===== src/rtl/serial_frame_rx_ctrl.sv =====
// rtl/serial_frame_rx_ctrl.sv - serial frame receiver: start-nibble hunt, payload/parity/stop capture, valid/ready output
module serial_frame_rx_ctrl #(
    parameter int DATA_W    = 8,
    parameter bit PARITY_EN = 1'b0
) (
    input  logic              clk,
    input  logic              rst,
    input  logic              en,
    input  logic              sIn,
    input  logic              rx_ready,
    output logic [DATA_W-1:0] rx_data,
    output logic              rx_valid,
    output logic              frame_err,
    output logic              overrun,
    output logic              busy
);
    localparam int CNT_W = (DATA_W > 1) ? $clog2(DATA_W) : 1;

    typedef enum logic [2:0] {ARM, HUNT, DATA, PAR, STOP} state_t;

    state_t            state_q;
    logic [3:0]        window_q;
    logic [CNT_W-1:0]  bit_cnt_q;
    logic [DATA_W-1:0] payload_q;
    logic              par_err_q;
    logic [DATA_W-1:0] rx_data_q;
    logic              rx_valid_q;
    logic              frame_err_q;
    logic              overrun_q;
    logic              busy_q;
    logic [3:0]        window_d;

    assign window_d  = {window_q[2:0], sIn};
    assign rx_data   = rx_data_q;
    assign rx_valid  = rx_valid_q;
    assign frame_err = frame_err_q;
    assign overrun   = overrun_q;
    assign busy      = busy_q;

    always_ff @(posedge clk or negedge rst) begin
        if (!rst) begin
            state_q     <= ARM;
            window_q    <= 4'b1111;
            bit_cnt_q   <= '0;
            payload_q   <= '0;
            par_err_q   <= 1'b0;
            rx_data_q   <= '0;
            rx_valid_q  <= 1'b0;
            frame_err_q <= 1'b0;
            overrun_q   <= 1'b0;
            busy_q      <= 1'b0;
        end else begin
            frame_err_q <= 1'b0;
            overrun_q   <= 1'b0;
            // Consumer handshake runs regardless of en; a same-edge load below overrides it.
            if (rx_valid_q && rx_ready) begin
                rx_valid_q <= 1'b0;
            end
            if (!en) begin
                state_q <= ARM;
                busy_q  <= 1'b0;
            end else begin
                case (state_q)
                    ARM: begin
                        if (sIn) begin
                            state_q  <= HUNT;
                            window_q <= 4'b1111;
                        end
                    end
                    HUNT: begin
                        window_q <= window_d;
                        if (window_d == 4'b0000) begin
                            state_q   <= DATA;
                            bit_cnt_q <= '0;
                            par_err_q <= 1'b0;
                            busy_q    <= 1'b1;
                        end
                    end
                    DATA: begin
                        payload_q[bit_cnt_q] <= sIn;
                        if (bit_cnt_q == CNT_W'(DATA_W - 1)) begin
                            state_q <= PARITY_EN ? PAR : STOP;
                        end else begin
                            bit_cnt_q <= bit_cnt_q + 1'b1;
                        end
                    end
                    PAR: begin
                        par_err_q <= (^payload_q) ^ sIn;
                        state_q   <= STOP;
                    end
                    STOP: begin
                        busy_q <= 1'b0;
                        if (sIn && !par_err_q) begin
                            state_q  <= HUNT;
                            window_q <= 4'b1111;
                            if (!rx_valid_q || rx_ready) begin
                                rx_data_q  <= payload_q;
                                rx_valid_q <= 1'b1;
                            end else begin
                                overrun_q <= 1'b1;
                            end
                        end else begin
                            state_q     <= ARM;
                            frame_err_q <= 1'b1;
                        end
                    end
                    default: begin
                        state_q <= ARM;
                        busy_q  <= 1'b0;
                    end
                endcase
            end
        end
    end
endmodule


===== config.mk =====
export PLATFORM = sky130hd
export DESIGN_NAME = serial_frame_rx_ctrl
export DESIGN_NICKNAME = d
export VERILOG_FILES = /design/src/rtl/serial_frame_rx_ctrl.sv
export SDC_FILE = /design/constraint.sdc
export NUM_CORES = 1
export LEC_CHECK = 0
export BUFFER_PORTS_ARGS = -buffer_cell sky130_fd_sc_hd__buf_4
export CORE_UTILIZATION = 56
export CTS_CLUSTER_DIAMETER = 100
export DETAILED_ROUTE_END_ITERATION = 16
export GPL_ROUTABILITY_DRIVEN = 0
export PLACE_DENSITY = 0.81
export REMOVE_ABC_BUFFERS = 1
export SLEW_MARGIN = 20
export SYNTH_ARGS = -nofsm -noshare
export SYNTH_HDL_FRONTEND = slang
export SYNTH_SLANG_ARGS = --single-unit

===== constraint.sdc =====
create_clock -name clk -period 2 [get_ports clk]
set_input_delay 0.1 -clock clk [delete_from_list [all_inputs] [get_ports clk]]
set_output_delay 0.1 -clock clk [all_outputs]
set_load 0.05 [all_outputs]

==> results of run 1 <==
metal layers:
metal	GRT usage, %	routed length [um]	vias up	part of all wire [%]
met5	0	0	-	0
met4	9.46	46	0	1.9
met3	8.77	102	7	4.2
met2	35.7	1150	21	47
met1	29.3	1120	441	46
li1	-	-	447	-
through the flow:
stage,power (mW),hold WS (ps)
after detailed placement,0.752,44.9
after CTS,1.12,41.7
final,1.11,54.7
after global placement,0.744,37.0
after global routing,1.17,47.4
after floorplan,0.711,-196
placed cells by master (no fill, tap or decap), types with 2 or more instances in the layout:
cell type and instances:
a21oi_1 2, and3_1 2, and4bb_2 2, buf_4 16, clkbuf_4 5, dfrtp_1 27, dfstp_2 3, ha_1 2
inv_1 2, mux2_1 16, mux2i_1 3, nand2_1 4, nand2b_1 6, nand3_1 5, nor2_1 12, nor2b_1 2
nor3_1 6, o21ai_1 2, xnor2_1 4, xor2_1 2
cell usage after synthesis:
| master | count | area [um2] |
|---|---|---|
| inv_1 | 2 | 7.51 |
| nor3_1 | 6 | 30.0 |
| o21ai_1 | 2 | 10.0 |
| ha_1 | 2 | 25.0 |
| and4bb_2 | 2 | 25.0 |
| or4_4 | 1 | 11.3 |
| nor3b_1 | 1 | 7.51 |
| xnor2_1 | 4 | 35.0 |
| and3_1 | 2 | 12.5 |
| dfrtp_1 | 27 | 676 |
| xnor3_1 | 1 | 22.5 |
| o311ai_1 | 1 | 8.76 |
| xor2_1 | 2 | 17.5 |
| a21o_1 | 1 | 7.51 |
| nor2_1 | 12 | 45.0 |
| nand2_1 | 4 | 15.0 |
| nand2b_1 | 6 | 37.5 |
| nor4b_1 | 1 | 8.76 |
| nor2b_1 | 2 | 12.5 |
| a21oi_1 | 2 | 10.0 |
| buf_2 | 2 | 10.0 |
| and4_1 | 1 | 8.76 |
| clkbuf_1 | 1 | 3.75 |
| mux2i_1 | 3 | 30.0 |
| nand3_1 | 5 | 25.0 |
| nand4_1 | 1 | 6.26 |
| and2_1 | 1 | 6.26 |
| o31ai_4 | 1 | 21.3 |
| dfstp_2 | 3 | 78.8 |
| mux2_1 | 16 | 180 |
power by group through the flow:
stage / clock (mW) / sequential [mW] / combinational [mW]
finish: 0.367 / 0.651 / 0.0895
global route: 0.409 / 0.655 / 0.105
CTS: 0.383 / 0.651 / 0.0912
detailed placement: 0 / 0.662 / 0.0895
global placement: 0 / 0.660 / 0.0841
floorplan: 0 / 0.657 / 0.0544
area by class of cell:
type	instances	area [um2]	share of cell area (%)
repair buffers	17	130	8.10
multi-input cells	80	619	38.6
clock buffers	7	55.1	3.43
clock inverters	1	5.00	0.312
flip-flops and latches	30	754	47.0
well taps	28	35.0	2.18
inverters	2	7.51	0.467
worst min path at each step:
stage / start / to / slack (ps) / depth (start not counted)
after floorplan: rst / bit_cnt_q[0] / -200 / 0
after global placement: rst / rx_data[5] / 40 / 1
after detailed placement: rst / rx_data[5] / 40 / 1
after CTS: rx_ready / overrun / 40 / 3
after global routing: en / frame_err / 50 / 3
final: en / frame_err / 50 / 3
worst max-delay path, stage by stage, from the launching register on:
cell and delay, ps:
dfrtp_1 450, nor2_1 200, nand4_1 150, nand2b_1 360
mux2_1 410
sequential cells by signal (all words and copies together), names as in the netlist:
signal / flops
bit_cnt_q: 3
par_err_q: 1
rx_valid: 1
payload_q: 8
frame_err: 1
state_q: 3
window_q: 3
overrun: 1
busy: 1
rx_data: 8
logic make-up (layout without fill, tap and decap cells):
group	Yosys count	count (layout)	share of synthesized area [%]
AND/OR/NAND/NOR	45	45	18.0
multiplexers	19	19	15.1
buffers and inverters	5	27	1.52
XOR/XNOR	7	7	5.38
adder cells (fa/ha/maj)	2	2	1.79
flip-flops	30	30	54.1
AO/OA/AOI/OAI	7	7	4.13
repair_timing:
action | in CTS | in global routing
setup buffers | 0 | 0
hold buffers | 1 | 0
endpoints found under the hold margin | 30 | 0
==> metrics, run 1 <==
status finished, final reports clean; Synth cell types 30; Final nets 143; DRT iter0 DRCs 13; CTS clk-pin slew, worst paths 90 ps; row count 17; largest net degree at the start of global routing 31; Worst slew margin 73.5%; post-CTS sizing 0; Vias/cell 5.55; P&R area growth vs syn 15.2%; Starting Density 61.3%; clock tree buffer depth 2; Yosys Warn Count 0; Final Hold Viols 0; sequential share of the synthesized area 54.1%; critical path arrival 1900 ps; critical path startpoint category flop; number of global-route vias before repair 934; end point of the critical path rx_data[1]; setup tns final 0 ps; Net Switching 274 uW; number of fillers in the final layout 174; global-route wire length before repair 4280 um; antenna viol nets, final 0; CP Data Required Time 2210 ps; Critical R2R Capture rx_data[1]; die width 51.9 um; worst min path class in2reg; CP Capture Type flop; Ant. Diodes 0; H-tree Lvls 2; Die Ht 51.9 um; WL per Instance 14.7 um; Slew @ Worst Pin 397 ps; Routed Wire Length 2420 um; pre-CTS setup slack 330 ps; power per standard cell area 690 nW/um2; Util after Layout 70.6%; worst clock skew 8.31 ps; Crit Reg-Reg Startpoint state_q[0]; DR DRC count 0; GRT Overall Usage 23.2%; drt pass-1 iters 4; CTS tree done; post-route insts no fill 165; max_cap viols 0; die area 2690 um2; Reg2Reg Depth 4; RSZ-0062 raised after global routing no; switching share of total power 24.7%; Mean Syn Cell Area 12.1 um2; Clock power frac 33.1%; via count 916; PortBufs 16; Cell Area, Synth 1400 um2; DP HPWL 1770 um; final setup margin 312 ps; worst reg2reg setup slack 310 ps; design area 1610 um2; initial antenna violation count 0; Leak Pwr 0.806 nW; Yosys reg bits 30; Worst Setup SP state_q[0]; CTS Sinks 30; final slew viol count 0; layout cell share with drive strength beyond 1 21.9%; Inserted Clock Buffers 5; Max IR drop VDD 0.000597 V; final period utilization 84.4%; global route overflow 0; Cells after Synth 115; Sequential Power Share 58.8%; worst-skew pair later-pin latency 330 ps; Logic pwr share 8.1%; Setup Crit Path Kind reg2reg; I/O pin cnt 17; core area 2280 um2; CP max FO 8; post-layout minimum cycle time 1690 ps; Root Buffer clkbuf_4; Final Setup Violations 0; Fmax achieved 592 MHz; Placed Area 1540 um2; Int Power 834 uW; Placed Instances 156
(Power assumes the default switching activity.)
==> run 2: changes to the inputs <==
clock period = 1.6 ns   (was 2 ns; I/O delays follow)
==> metrics, run 2 (synthesis results as in run 1) <==
status finished, final reports clean; Root Buffer clkbuf_4; DP HPWL 1790 um (+0.68%); GRT Overall Usage 22.3% (-0.93 points); max_cap viols 0 (unchanged); CTS clk-pin slew, worst paths 90 ps (about the same); largest net degree at the start of global routing 31 (unchanged); worst clock skew 11.1 ps (+2.77 ps); global-route wire length before repair 4190 um (-2.2%); clock tree buffer depth 2 (unchanged); CTS Sinks 30 (unchanged); CTS tree done; I/O pin cnt 17 (unchanged); CP max FO 4 (-4); highest-count cells in the layout ignoring fill and taps dfrtp_1 (27), buf_4 (20), mux2_1 (16); die area 2690 um2 (unchanged); Die Ht 51.9 um (unchanged); end point of the critical path payload_q[0]; Leak Pwr 0.839 nW (+4.1%); post-route insts no fill 169 (+2.4%); setup tns final 0 ps (unchanged); core area 2280 um2 (unchanged); CP Capture Type flop; Crit path max-delay family simple AND/OR/NAND/NOR gates; final slew viol count 0 (unchanged); worst reg2reg setup slack 30 ps (-280 ps); Inserted Clock Buffers 5 (unchanged); CP Data Required Time 1800 ps (-410 ps); Critical R2R Capture payload_q[0]; PortBufs 16 (unchanged); Starting Density 61.3% (unchanged); row count 17 (unchanged); power per standard cell area 818 nW/um2 (+19%); crit path cell chain and4bb_2, nand2b_1, nor3_1, mux2_1; Ant. Diodes 0 (unchanged); Routed Wire Length 2420 um (-0.17%); Fmax achieved 636 MHz (+7.3%); post-layout minimum cycle time 1570 ps (-115 ps); layout cell share with drive strength beyond 1 26.2% (+4.3 points); WL per Instance 14.3 um (-2.5%); Crit path buffers/inverters 0 (unchanged); max incr delay on CP 420 ps (-30 ps); Setup Crit Path Kind reg2reg; H-tree Lvls 2 (unchanged); die width 51.9 um (unchanged); Final Setup Violations 0 (unchanged); critical path arrival 1770 ps (-130 ps); Vias/cell 5.67 (+2.2%); initial antenna violation count 0 (unchanged); DR DRC count 0 (unchanged); critical path startpoint category flop; crit path max-delay cell type dfrtp_1; Crit path depth 4 (unchanged); RSZ-0062 raised after global routing yes; DRT iter0 DRCs 14 (+1); drt pass-1 iters 4 (unchanged); worst-skew pair later-pin latency 320 ps (about the same); Worst Setup SP state_q[2]; Placed Instances 159 (+1.9%); Util after Layout 72.2% (+1.6 points); most common cell after layout, fill and taps aside dfrtp_1; Max IR drop VDD 0.000576 V (-3.4%); Final Hold Viols 0 (unchanged); Slew @ Worst Pin 370 ps (-26.9 ps); via count 959 (+4.7%); worst min path class in2reg; Reg2Reg Depth 4 (unchanged); Crit Reg-Reg Startpoint state_q[2]; P&R area growth vs syn 17.8%; Final nets 147 (+2.8%); final period utilization 98.3% (+14 points); Worst slew margin 75.3% (+1.8 points); number of global-route vias before repair 939 (+0.54%); global route overflow 0 (unchanged); antenna viol nets, final 0 (unchanged)
## run 2: changes by cell type in the layout (fill, tap and decap cells not counted)
cell and delta:
nor3_2 +1, nor3_1 -1, clkbuf_8 -1, nand2b_1 -1, buf_4 +4, and2_1 -1, nand2b_4 +1, clkinv_2 +1
and2_4 +1
## run 2: worst min-delay path by stage
stage,cells after the start,endpoint,slack [ps],from
finish,3,frame_err,30,en
global route,3,frame_err,50,en
CTS,3,frame_err,20,en
detailed placement,1,rx_data[5],20,rst
global placement,1,rx_data[5],20,rst
floorplan,0,bit_cnt_q[0],-220,rst
## run 2: tightest hold or removal path, cell delays in order
cell and delay (ps):
buf_4 130, nand3_1 70, nor2_1 30
## run 2: layer usage
layer  vias up  track usage [%]  share of wire (%)
met5         -                0                  0
met4         0             14.4                2.4
met3         7             5.56                3.9
met2        23             32.5                 48
met1       472             29.3                 45
li1        457                -                  -
## run 2: final cells by class
type | count | area (um2)
flip-flops and latches | 30 | 754
multi-input cells | 80 | 634
fillers | 168 | 633
repair buffers | 21 | 160
clock buffers | 6 | 41.3
well taps | 28 | 35.0
clock inverters | 2 | 10.0
inverters | 2 | 7.51
## run 2: what timing repair did
| action | CTS | global route |
|---|---|---|
| endpoints found under the hold margin | 30 | 0 |
| setup endpoints to repair | 7 | 8 |
| pin swaps | 1 | 0 |
| hold buffers | 1 | 0 |
| setup buffers | 0 | 1 |
| resized for setup | 1 | 3 |
## run 2: where the power goes
group	switching [mW]	leakage [nW]	internal [mW]	total (mW)
sequential	0.0278	0.399	0.785	0.813
combinational	0.0702	0.408	0.0486	0.119
clock	0.246	0.0320	0.167	0.413
total	0.344	0.839	1.00	1.34
## run 2: metrics by stage
step                power (mW)  setup WS (ps)  hold WS [ps]  area [um2]
global placement         0.935           68.3          17.3        1560
global route              1.41          -28.2          49.4        1640
CTS                       1.36           1.09          22.3        1620
finish                    1.34           27.3          27.3        1640
floorplan                0.889           70.4          -216        1380
detailed placement       0.943          -1.99          24.6        1560
